File: config.mk
export PLATFORM = sky130hd
export DESIGN_NAME = vscale_pc_gen_flat
export DESIGN_NICKNAME = d
export VERILOG_FILES = /design/src/rtl/vscale_pc_gen_pkg.sv /design/src/rtl/vscale_pc_gen_if.sv /design/src/rtl/vscale_pc_gen_target.sv /design/src/rtl/vscale_pc_gen.sv /design/src/flat_wrapper.sv
export SDC_FILE = /design/constraint.sdc
export NUM_CORES = 1
export LEC_CHECK = 0
export CORE_MARGIN = 10
export CORE_UTILIZATION = 53
export CTS_CLUSTER_SIZE = 25
export DETAILED_ROUTE_END_ITERATION = 10
export HOLD_SLACK_MARGIN = 0.12
export PLACE_DENSITY = 0.88
export SYNTH_ARGS = -nofsm -noshare
export SYNTH_HDL_FRONTEND = slang
export SYNTH_SLANG_ARGS = --single-unit
File: constraint.sdc
create_clock -name clk -period 9.7 [get_ports clk]
set_clock_uncertainty 0.2 [all_clocks]
set_input_delay 1.94 -clock clk [delete_from_list [all_inputs] [get_ports clk]]
set_output_delay 1.94 -clock clk [all_outputs]
set_load 0.1 [all_outputs]
File: src/rtl/vscale_pc_gen_pkg.sv
// Shared constants for the vscale next-PC generator: PC source encodings,
// widths and FSM state encodings.
package vscale_pc_gen_pkg;

    localparam int PKG_XPR_LEN      = 32;
    localparam int INST_WIDTH       = 32;
    localparam int PC_SRC_SEL_WIDTH = 3;

    localparam logic [PC_SRC_SEL_WIDTH-1:0] PC_PLUS4         = 3'd0;
    localparam logic [PC_SRC_SEL_WIDTH-1:0] PC_BRANCH_TARGET = 3'd1;
    localparam logic [PC_SRC_SEL_WIDTH-1:0] PC_JAL_TARGET    = 3'd2;
    localparam logic [PC_SRC_SEL_WIDTH-1:0] PC_JALR_TARGET   = 3'd3;
    localparam logic [PC_SRC_SEL_WIDTH-1:0] PC_REPLAY        = 3'd4;
    localparam logic [PC_SRC_SEL_WIDTH-1:0] PC_HANDLER       = 3'd5;
    localparam logic [PC_SRC_SEL_WIDTH-1:0] PC_EPC           = 3'd6;

    typedef enum logic [1:0] {
        ST_BOOT = 2'd0,
        ST_RUN  = 2'd1,
        ST_PEND = 2'd2
    } pc_state_e;

    // A redirect is any source that leaves the sequential/replay stream.
    function automatic logic is_redirect(input logic [PC_SRC_SEL_WIDTH-1:0] sel);
        return (sel == PC_JAL_TARGET) || (sel == PC_JALR_TARGET) ||
               (sel == PC_BRANCH_TARGET) || (sel == PC_HANDLER) ||
               (sel == PC_EPC);
    endfunction

endpackage

File: src/rtl/vscale_pc_gen_if.sv
// Front-end bus between the core control/datapath (master) and the
// next-PC generator (slave).
interface vscale_pc_gen_if
    import vscale_pc_gen_pkg::*;
#(
    parameter int XPR_LEN = PKG_XPR_LEN
);
    logic [PC_SRC_SEL_WIDTH-1:0] PC_src_sel;
    logic [INST_WIDTH-1:0]       inst_DX;
    logic [XPR_LEN-1:0]          PC_DX;
    logic [XPR_LEN-1:0]          rs1_data;
    logic [XPR_LEN-1:0]          handler_PC;
    logic [XPR_LEN-1:0]          epc;
    logic                        imem_wait;
    logic [XPR_LEN-1:0]          PC_PIF;
    logic [XPR_LEN-1:0]          PC_IF;
    logic                        redirect_pending;
    logic                        misaligned_fetch;
    logic [XPR_LEN-1:0]          misaligned_addr;

    modport master (
        output PC_src_sel, inst_DX, PC_DX, rs1_data, handler_PC, epc, imem_wait,
        input  PC_PIF, PC_IF, redirect_pending, misaligned_fetch, misaligned_addr
    );

    modport slave (
        input  PC_src_sel, inst_DX, PC_DX, rs1_data, handler_PC, epc, imem_wait,
        output PC_PIF, PC_IF, redirect_pending, misaligned_fetch, misaligned_addr
    );
endinterface

File: src/rtl/vscale_pc_gen_target.sv
// Combinational target calculation: immediate extraction plus the adders
// for JAL/JALR/branch, and the mux over all PC sources. No alignment here.
module vscale_pc_target
    import vscale_pc_gen_pkg::*;
#(
    parameter int XPR_LEN     = PKG_XPR_LEN,
    parameter int FETCH_BYTES = 4
) (
    input  logic [PC_SRC_SEL_WIDTH-1:0] i_sel,
    input  logic [INST_WIDTH-1:0]       i_inst,
    input  logic [XPR_LEN-1:0]          i_pc_dx,
    input  logic [XPR_LEN-1:0]          i_rs1,
    input  logic [XPR_LEN-1:0]          i_handler_pc,
    input  logic [XPR_LEN-1:0]          i_epc,
    input  logic [XPR_LEN-1:0]          i_pc_if,
    output logic [XPR_LEN-1:0]          o_target,
    output logic                        o_redirect
);
    logic [XPR_LEN-1:0] w_j_imm;
    logic [XPR_LEN-1:0] w_i_imm;
    logic [XPR_LEN-1:0] w_b_imm;
    logic [XPR_LEN-1:0] w_jalr_sum;
    logic               w_unused_opcode;

    assign w_j_imm = {{(XPR_LEN-20){i_inst[31]}}, i_inst[19:12], i_inst[20],
                      i_inst[30:21], 1'b0};
    assign w_i_imm = {{(XPR_LEN-12){i_inst[31]}}, i_inst[31:20]};
    assign w_b_imm = {{(XPR_LEN-12){i_inst[31]}}, i_inst[7], i_inst[30:25],
                      i_inst[11:8], 1'b0};
    assign w_jalr_sum      = i_rs1 + w_i_imm;
    assign w_unused_opcode = ^i_inst[6:0];
    assign o_redirect      = is_redirect(i_sel);

    // Source mux; every sum wraps silently at XPR_LEN bits.
    always_comb begin
        o_target = i_pc_if + XPR_LEN'(FETCH_BYTES);
        case (i_sel)
            PC_JAL_TARGET:    o_target = i_pc_dx + w_j_imm;
            PC_JALR_TARGET:   o_target = {w_jalr_sum[XPR_LEN-1:1], 1'b0};
            PC_BRANCH_TARGET: o_target = i_pc_dx + w_b_imm;
            PC_HANDLER:       o_target = i_handler_pc;
            PC_EPC:           o_target = i_epc;
            PC_REPLAY:        o_target = i_pc_if;
            default:          o_target = i_pc_if + XPR_LEN'(FETCH_BYTES);
        endcase
    end
endmodule

File: src/rtl/vscale_pc_gen.sv
// Next-PC generator and PC_IF register. Redirects seen during an imem stall
// are held in pend_pc until the fetch is accepted (youngest wins).
// Optional build macro VSCALE_PC_GEN_MISALIGN_EN: misaligned targets are
// suppressed and reported one cycle later; otherwise low bits are cleared.
//
// state | meaning
// BOOT  | presenting RESET_PC, waiting for imem to accept it
// RUN   | normal fetch, target issued whenever imem accepts
// PEND  | a redirect is held in pend_pc, issued on first accepted cycle
module vscale_pc_gen
    import vscale_pc_gen_pkg::*;
#(
    parameter int                 XPR_LEN     = PKG_XPR_LEN,
    parameter logic [XPR_LEN-1:0] RESET_PC    = 'h200,
    parameter int                 FETCH_BYTES = 4,
    parameter int                 IALIGN_BITS = 2
) (
    input  logic             clk,
    input  logic             reset_n,
    vscale_pc_gen_if.slave   bus
);
    localparam logic [XPR_LEN-1:0] ALIGN_MASK = ~((XPR_LEN'(1) << IALIGN_BITS) - XPR_LEN'(1));

    pc_state_e          r_state;
    pc_state_e          w_state_nxt;
    logic [XPR_LEN-1:0] r_pc_if;
    logic [XPR_LEN-1:0] r_pend_pc;
    logic [XPR_LEN-1:0] w_target_raw;
    logic [XPR_LEN-1:0] w_target;
    logic [XPR_LEN-1:0] w_issue;
    logic [XPR_LEN-1:0] w_pc_pif;
    logic               w_redirect;
    logic               w_mis;
    logic               w_pc_if_load;
    logic               w_pend_load;

    vscale_pc_target #(
        .XPR_LEN     (XPR_LEN),
        .FETCH_BYTES (FETCH_BYTES)
    ) u_target (
        .i_sel        (bus.PC_src_sel),
        .i_inst       (bus.inst_DX),
        .i_pc_dx      (bus.PC_DX),
        .i_rs1        (bus.rs1_data),
        .i_handler_pc (bus.handler_PC),
        .i_epc        (bus.epc),
        .i_pc_if      (r_pc_if),
        .o_target     (w_target_raw),
        .o_redirect   (w_redirect)
    );

    // In PEND a fresh redirect replaces the held one; otherwise the held one is issued.
    assign w_issue = ((r_state == ST_PEND) && !w_redirect) ? r_pend_pc : w_target;

`ifdef VSCALE_PC_GEN_MISALIGN_EN
    logic               r_mis_fetch;
    logic [XPR_LEN-1:0] r_mis_addr;

    assign w_target = w_target_raw;
    assign w_mis    = (r_state != ST_BOOT) && !bus.imem_wait &&
                      ((w_issue & ~ALIGN_MASK) != '0);

    // Registered misalignment report; the flag never feeds back into PC_PIF.
    always_ff @(posedge clk or negedge reset_n) begin
        if (!reset_n) begin
            r_mis_fetch <= 1'b0;
            r_mis_addr  <= '0;
        end else begin
            r_mis_fetch <= w_mis;
            if (w_mis) begin
                r_mis_addr <= w_issue;
            end
        end
    end

    assign bus.misaligned_fetch = r_mis_fetch;
    assign bus.misaligned_addr  = r_mis_addr;
`else
    assign w_target             = w_target_raw & ALIGN_MASK;
    assign w_mis                = 1'b0;
    assign bus.misaligned_fetch = 1'b0;
    assign bus.misaligned_addr  = '0;
`endif

    // Next-state, fetch address and register load enables.
    always_comb begin
        w_state_nxt  = r_state;
        w_pc_pif     = r_pc_if;
        w_pc_if_load = 1'b0;
        w_pend_load  = 1'b0;
        case (r_state)
            ST_BOOT: begin
                w_pc_pif = RESET_PC;
                if (!bus.imem_wait) begin
                    w_pc_if_load = 1'b1;
                    w_state_nxt  = ST_RUN;
                end
            end
            ST_RUN: begin
                if (!bus.imem_wait) begin
                    if (!w_mis) begin
                        w_pc_pif     = w_issue;
                        w_pc_if_load = 1'b1;
                    end
                end else if (w_redirect) begin
                    w_pend_load = 1'b1;
                    w_state_nxt = ST_PEND;
                end
            end
            ST_PEND: begin
                if (!bus.imem_wait) begin
                    if (!w_mis) begin
                        w_pc_pif     = w_issue;
                        w_pc_if_load = 1'b1;
                    end
                    w_state_nxt = ST_RUN;
                end else if (w_redirect) begin
                    w_pend_load = 1'b1;
                end
            end
            default: w_state_nxt = ST_BOOT;
        endcase
    end

    // State, PC_IF and held-redirect registers.
    always_ff @(posedge clk or negedge reset_n) begin
        if (!reset_n) begin
            r_state   <= ST_BOOT;
            r_pc_if   <= RESET_PC;
            r_pend_pc <= '0;
        end else begin
            r_state <= w_state_nxt;
            if (w_pc_if_load) begin
                r_pc_if <= w_pc_pif;
            end
            if (w_pend_load) begin
                r_pend_pc <= w_target;
            end
        end
    end

    assign bus.PC_PIF           = w_pc_pif;
    assign bus.PC_IF            = r_pc_if;
    assign bus.redirect_pending = (r_state == ST_PEND);
endmodule

File: src/flat_wrapper.sv
// flat-port wrapper written by rule: the top's interface ports become plain ports
module vscale_pc_gen_flat import vscale_pc_gen_pkg::*;
#(
    parameter int                 XPR_LEN     = PKG_XPR_LEN,
    parameter logic [XPR_LEN-1:0] RESET_PC    = 'h200,
    parameter int                 FETCH_BYTES = 4,
    parameter int                 IALIGN_BITS = 2
)
  (clk, reset_n, bus_PC_src_sel, bus_inst_DX, bus_PC_DX, bus_rs1_data, bus_handler_PC, bus_epc, bus_imem_wait, bus_PC_PIF, bus_PC_IF, bus_redirect_pending, bus_misaligned_fetch, bus_misaligned_addr);
  vscale_pc_gen_if #(.XPR_LEN(XPR_LEN)) bus_i ();
  input  logic clk;
  input  logic reset_n;
  input wire logic [$bits(bus_i.PC_src_sel)-1:0] bus_PC_src_sel;
  input wire logic [$bits(bus_i.inst_DX)-1:0] bus_inst_DX;
  input wire logic [$bits(bus_i.PC_DX)-1:0] bus_PC_DX;
  input wire logic [$bits(bus_i.rs1_data)-1:0] bus_rs1_data;
  input wire logic [$bits(bus_i.handler_PC)-1:0] bus_handler_PC;
  input wire logic [$bits(bus_i.epc)-1:0] bus_epc;
  input wire logic [$bits(bus_i.imem_wait)-1:0] bus_imem_wait;
  output wire logic [$bits(bus_i.PC_PIF)-1:0] bus_PC_PIF;
  output wire logic [$bits(bus_i.PC_IF)-1:0] bus_PC_IF;
  output wire logic [$bits(bus_i.redirect_pending)-1:0] bus_redirect_pending;
  output wire logic [$bits(bus_i.misaligned_fetch)-1:0] bus_misaligned_fetch;
  output wire logic [$bits(bus_i.misaligned_addr)-1:0] bus_misaligned_addr;
  assign bus_i.PC_src_sel = bus_PC_src_sel;
  assign bus_i.inst_DX = bus_inst_DX;
  assign bus_i.PC_DX = bus_PC_DX;
  assign bus_i.rs1_data = bus_rs1_data;
  assign bus_i.handler_PC = bus_handler_PC;
  assign bus_i.epc = bus_epc;
  assign bus_i.imem_wait = bus_imem_wait;
  assign bus_PC_PIF = bus_i.PC_PIF;
  assign bus_PC_IF = bus_i.PC_IF;
  assign bus_redirect_pending = bus_i.redirect_pending;
  assign bus_misaligned_fetch = bus_i.misaligned_fetch;
  assign bus_misaligned_addr = bus_i.misaligned_addr;
  vscale_pc_gen #(.XPR_LEN(XPR_LEN), .RESET_PC(RESET_PC), .FETCH_BYTES(FETCH_BYTES), .IALIGN_BITS(IALIGN_BITS)) u_core (.clk(clk), .reset_n(reset_n), .bus(bus_i));
endmodule
**Yosys cells after proc, flatten, opt, wreduce, memory -nomap -nowiden**

Index checks and enable logic that the tools add are counted.

- Logic and storage cells: 42
- Bits of input ports: 166
- Output and inout port bits: 98
- Flip-flop bits (word level): 64

- $add $sub $neg: 4
- Reductions and logical operators: 11
- Eq/ne operators: 11
- Multiplexer cells: 13

Operator list:

| kind | count |
|---|---|
| $pmux W32 S6 | 1 |
| $add A32 B32 Y32 | 3 |
| $mux W32 | 2 |
| $pmux W32 S2 | 1 |
| $add A32 B3 Y32 const B | 1 |
| $eq A3 B3 Y1 const B | 3 |
| $eq A3 B2 Y1 const B | 2 |
| $mux W2 | 3 |
| $mux W1 | 5 |
| $logic_or A1 B1 Y1 | 4 |
| $ne A2 B2 Y1 const B | 2 |
| $pmux W2 S2 | 1 |
| $reduce_or A2 Y1 | 2 |
| $eq A3 B1 Y1 const B | 1 |
| $reduce_and A3 Y1 | 1 |
| $reduce_or A3 Y1 | 1 |
| $eq A2 B1 Y1 const B | 1 |
| $eq A2 B2 Y1 const B | 1 |
| $logic_not A2 Y1 | 1 |
| $ne A2 B1 Y1 const B | 1 |
| $logic_and A1 B1 Y1 | 1 |
| $logic_not A1 Y1 | 1 |

**Depth between registers and ports, before layout**

- Depth in word-level cells: 10
- Gate-level depth with buffers: 17
- Gate-level depth less buffers: 15

**By module**

A second synthesis with hierarchy kept.

- Cell total of the unflattened synthesis: 1089
- Area total of the unflattened synthesis: 8690.8 um^2

Modules (own cells, without submodules):

| module | sequential area each (um^2) | instances | cells an instance | area each (um^2) |
|---|---|---|---|---|
| vscale_pc_target | 0.0 | 1 | 762 | 5161.2 |
| vscale_pc_gen | 1602.8 | 1 | 327 | 3529.6 |

**Least setup slack after synthesis**

No wires, ideal clock.

- Kind: input -> output
- Start point: in bus_PC_src_sel[1]
- End point: out bus_PC_PIF[21]
- Data required time: 7.560 ns
- Slack: 0.719 ns
- Stages: 17
- Data arrival time: 6.841 ns
- Buffers on the path: 4
- Path through: buf_2 -> nor2b_1 -> clkbuf_1 -> nand2b_1 -> clkbuf_1 -> a21o_1 -> ha_1 -> buf_2 -> nand2_1 -> nor4_1 -> or3b_1 -> nand3_1 -> nor2_1 -> xnor2_1 -> a221oi_1 -> o21a_1 -> nor3_1

- Word-level cells in the longest chain between the ends: 10
- Elaborated cells on any way between the ends: 16
- Classes of those cells: 6 x eq/ne; 4 x mux; 6 x reduce/logical

Ends and longest elaborated chain:

| item | line | RTL |
|---|---|---|
| from (decl) | flat_wrapper.sv:13 | `input wire logic [$bits(bus_i.PC_src_sel)-1:0] bus_PC_src_sel;` |
| $eq A3 B2 Y1 | vscale_pc_gen_pkg.sv:25, vscale_pc_gen_target.sv:37 |  |
| $logic_or A1 B1 Y1 (2 in series) | vscale_pc_gen_pkg.sv:25 | `return (sel == PC_JAL_TARGET) \|\| (sel == PC_JALR_TARGET) \|\|` |
| $logic_or A1 B1 Y1 (2 in series) | vscale_pc_gen_pkg.sv:26 | `(sel == PC_BRANCH_TARGET) \|\| (sel == PC_HANDLER) \|\|` |
| $logic_not A1 Y1 | vscale_pc_gen.sv:53 | `assign w_issue = ((r_state == ST_PEND) && !w_redirect) ? r_pend_pc : w_target;` |
| $logic_and A1 B1 Y1 | vscale_pc_gen.sv:53 |  |
| $mux W32 (*) | vscale_pc_gen.sv:53 |  |
| $mux W32 (*) | vscale_pc_gen.sv:100 | `if (!bus.imem_wait) begin` |
| $pmux W32 S2 (*) | vscale_pc_gen.sv:91 | `case (r_state)` |
| to (decl) | flat_wrapper.sv:20 | `output wire logic [$bits(bus_i.PC_PIF)-1:0] bus_PC_PIF;` |

Every way passes the cells marked *; elsewhere a longest branch is shown, timed or not.

**Final worst setup path**

- Start point: in bus_PC_src_sel[0]
- End point: out bus_PC_PIF[21]

The elaborated chain is that of the path after synthesis.

==> results_dict.tcl <==
set metrics [dict create \
    hpwl_um 30700 \
    critPathKind "input port to output pin" \
    fp.dieArea_um2 22700 \
    grt_pass1_wl_um 59200 \
    p_int_uw 1310 \
    slowest_delay_ns 0.54 \
    dr.pass1.iters 6 \
    start_kind "input port" \
    fin_cells 1623 \
    cts_tree "yes" \
    synthTopCellsByArea "dfrtp_1, ha_1, nand2_1, a21oi_1, o21ai_0" \
    ctsHoldBuffers 0 \
    syn_inst 1241 \
    placed_cells 1606 \
    min_from "u_core.r_pend_pc[6]$_DFFE_PN0P_" \
    power_density_nw_per_um2 287 \
    worstMarginPinSlew_ns 1.01 \
    final_cell_mix "clkdlybuf4s50_1, nand2_1, a21oi_1" \
    whs_path_depth 2 \
    cts_buffers 9 \
    max_freq_ghz 0.111 \
    fill_cells 1353 \
    io-pin-count 264 \
    cts_root_buf "clkbuf_16" \
    htreeDepth 3 \
    ys_ff_latch 64 \
    synth_top_cell_by_area "dfrtp_1" \
    finalSetupViolations 0 \
    grt_max_degree 65 \
    hold_viol 0 \
    critPathTopFamily "simple AND/OR/NAND/NOR gates" \
    place.gp.congestion 1.08 \
    path_buf_inv 2 \
    insertion_delay_ns 0.34 \
    first_iter_violations 1215 \
    overflow 0 \
    power.leakage_uw 0.00499 \
    min_period_ns 8.99 \
    worstPathArrival_ns 6.85 \
    synthFlopType "dfrtp_1" \
    start_util_pct 54.3 \
    route.detailed.drc 0 \
    finalCritPeriodShare_pct 92.7 \
    antenna_found_initial 0 \
    path_cells "clkdlybuf4s50_1 > nor2b_1 > nand2b_1 > a21o_1 > ha_1 > nand2_1 > nor4_1 > or3b_1 > nand3_1 > nor2_1 > xnor2_1 > a221oi_1 > o21a_1 > nor3_1 > buf_12" \
    synth_top_area_share_pct 17.4 \
    rsz0062_at_grt "false" \
    p_clk_share_pct 10.0 \
    synth_cell_types 82 \
    ir_drop_v 0.000328 \
    post_drt_via_cell_ratio 6.56 \
    port_buffers 218 \
    yosysWarnings 0 \
    layout.nets 1635 \
    layout-drive-gt1-share_pct 6.78 \
    cts_sinks 64 \
    final_common_cell "clkdlybuf4s50_1" \
    grt_use_total_pct 32.8 \
    power_frac_seq_pct 17.1 \
    crit_path_end_kind "output pin" \
    r2r_slack_ns 6.21 \
    wire_per_inst_um 23.9 \
    core_area_um2 16600 \
    cp_max_fo 13 \
    ctsResizeCount 0 \
    setup_ws_ns 0.705 \
    p_switching_uw 2030 \
    ant_nets 0 \
    syn_avg_cell_area_um2 7.28 \
    swShare_pct 60.8 \
    rows 47 \
    clockBufferDepth 2 \
    postCtsSetupBuffers 0 \
    die_h_um 151 \
    whs_endpoint "u_core.r_pend_pc[6]$_DFFE_PN0P_" \
    relSlewSlack_pct 32.3 \
    reg2reg_to "u_core.bus.PC_IF[26]$_DFFE_PN0P_" \
    area_growth_syn_to_layout_pct 29.0 \
    slew_viol_final 0 \
    worstHoldPathType "flip-flop to flip-flop" \
    die_x_um 151 \
    synthesis.area_um2 9040 \
    preCtsSetupSlack_ns 0.776 \
    cap_viol_max_count 0 \
    status "complete, no violations" \
    grt_pass1_vias 10300 \
    rr_worst_depth 10 \
    path_clk_slew_ns 0.06 \
    crit_path_top_delay_cell "nor2b_1" \
    r2r-start "u_core.bus.PC_IF[3]$_DFFE_PN0P_" \
    worstPathRequired_ns 7.56 \
    synth-edff-count 0 \
    drt_wl_total_um 38800 \
    fin_setup_tns_ns 0 \
    num_vias 10700 \
    async_flop_share_pct 100 \
    power_frac_comb_pct 72.8 \
    seq_area_frac_synth_pct 17.7 \
]
worst reg2reg max path, stage by stage, from the launching register on:
cell	delay (ns)
dfrtp_1	0.55
ha_1	0.25
and3_1	0.24
nand4_1	0.33
or2_2	0.46
nand2b_1	0.17
xor2_1	0.14
a21oi_1	0.10
nor4_1	0.55
a21oi_1	0.20
a21o_1	0.21
layer usage:
layer	vias up	wire length (um)	track usage [%]	share of wire, %
met5	-	0	0	0
met4	0	1280	9.77	3.3
met3	112	4020	6.78	10
met2	697	18000	54.9	46
met1	4982	15500	41.7	40
li1	4860	-	-	-
how the worst max path moves through the flow:
| stage | from | end | slack [ns] | depth (start not counted) |
|---|---|---|---|---|
| CTS | bus_PC_src_sel[0] | bus_PC_PIF[21] | 0.75 | 15 |
| global placement | bus_PC_src_sel[0] | bus_PC_PIF[21] | 0.82 | 15 |
| detailed placement | bus_PC_src_sel[0] | bus_PC_PIF[21] | 0.78 | 15 |
| floorplan | bus_PC_src_sel[1] | bus_PC_PIF[21] | 0.72 | 17 |
| finish | bus_PC_src_sel[0] | bus_PC_PIF[21] | 0.71 | 15 |
| global route | bus_PC_src_sel[0] | bus_PC_PIF[21] | 0.38 | 15 |
sequential cells by signal (all words and copies together), names as in the netlist:
| register | flops |
|---|---|
| u_core.r_state | 2 |
| u_core.bus.PC_IF | 32 |
| u_core.r_pend_pc | 30 |
through the flow:
stage	area [um2]	total power, uW	hold slack, ns	utilization, %
2_1_floorplan	9160	2200	0.241	-
3_3_place_gp	11300	2930	0.255	68.2
3_5_place_dp	11300	2960	0.258	68.2
4_1_cts	11700	3310	0.276	70.0
5_1_grt	11700	3460	0.296	70.0
6_report	11700	3340	0.280	70.0
power by group through the flow:
| stage | Sequential [uW] | Clock (uW) | Combinational (uW) |
|---|---|---|---|
| 6_report | 572 | 336 | 2430 |
| 5_1_grt | 583 | 343 | 2530 |
| 4_1_cts | 560 | 334 | 2420 |
| 3_5_place_dp | 561 | 0 | 2400 |
| 3_3_place_gp | 554 | 0 | 2370 |
| 2_1_floorplan | 877 | 0 | 1320 |
logic make-up (layout without fill, tap and decap cells):
logic type               Yosys count  count (layout)  synth area share, %
AND/OR/NAND/NOR                  424             424                 22.4
XOR/XNOR                          68              68                 6.59
other                              1              34               0.0415
flip-flops                        64              64                 17.7
AO/OA/AOI/OAI                    447             447                 32.9
adder cells (fa/ha/maj)           72              72                 10.1
multiplexers                      24              24                 2.76
buffers and inverters            141             270                 7.49
layout make-up:
| cell class | instances | area (um2) | share of cell area [%] |
|---|---|---|---|
| Clock inverter | 6 | 68.8 | 0.590 |
| Multi-Input combinational cell | 1068 | 6890 | 59.1 |
| Clock buffer | 10 | 239 | 2.05 |
| Tap cell | 220 | 275 | 2.36 |
| Inverter | 24 | 90.1 | 0.773 |
| Timing Repair Buffer | 230 | 2490 | 21.4 |
| Sequential cell | 64 | 1600 | 13.7 |
| Antenna cell | 1 | 2.50 | 0.0215 |
cell usage after synthesis (all sizes together), types with 6 or more instances:
library cell  count
mux2              7
or2               8
o22ai            29
a22oi            10
nor3             27
clkbuf           65
nor4             12
a211oi           13
inv              24
a221oi            8
o21ai           101
o21bai            9
o22a             19
o31ai             7
and2              9
o211ai           12
and3             20
buf              52
nand2           185
dfrtp            63
xor2             25
nor2             69
a21oi           102
o21a             17
or3               6
mux2i            17
ha               71
a31oi            12
nand4            26
nand3            28
xnor2            43
a32oi            12
nand2b           13
a21o             40
o221ai           11
nor2b             9
Note: power is estimated with default switching activity, not from simulation.
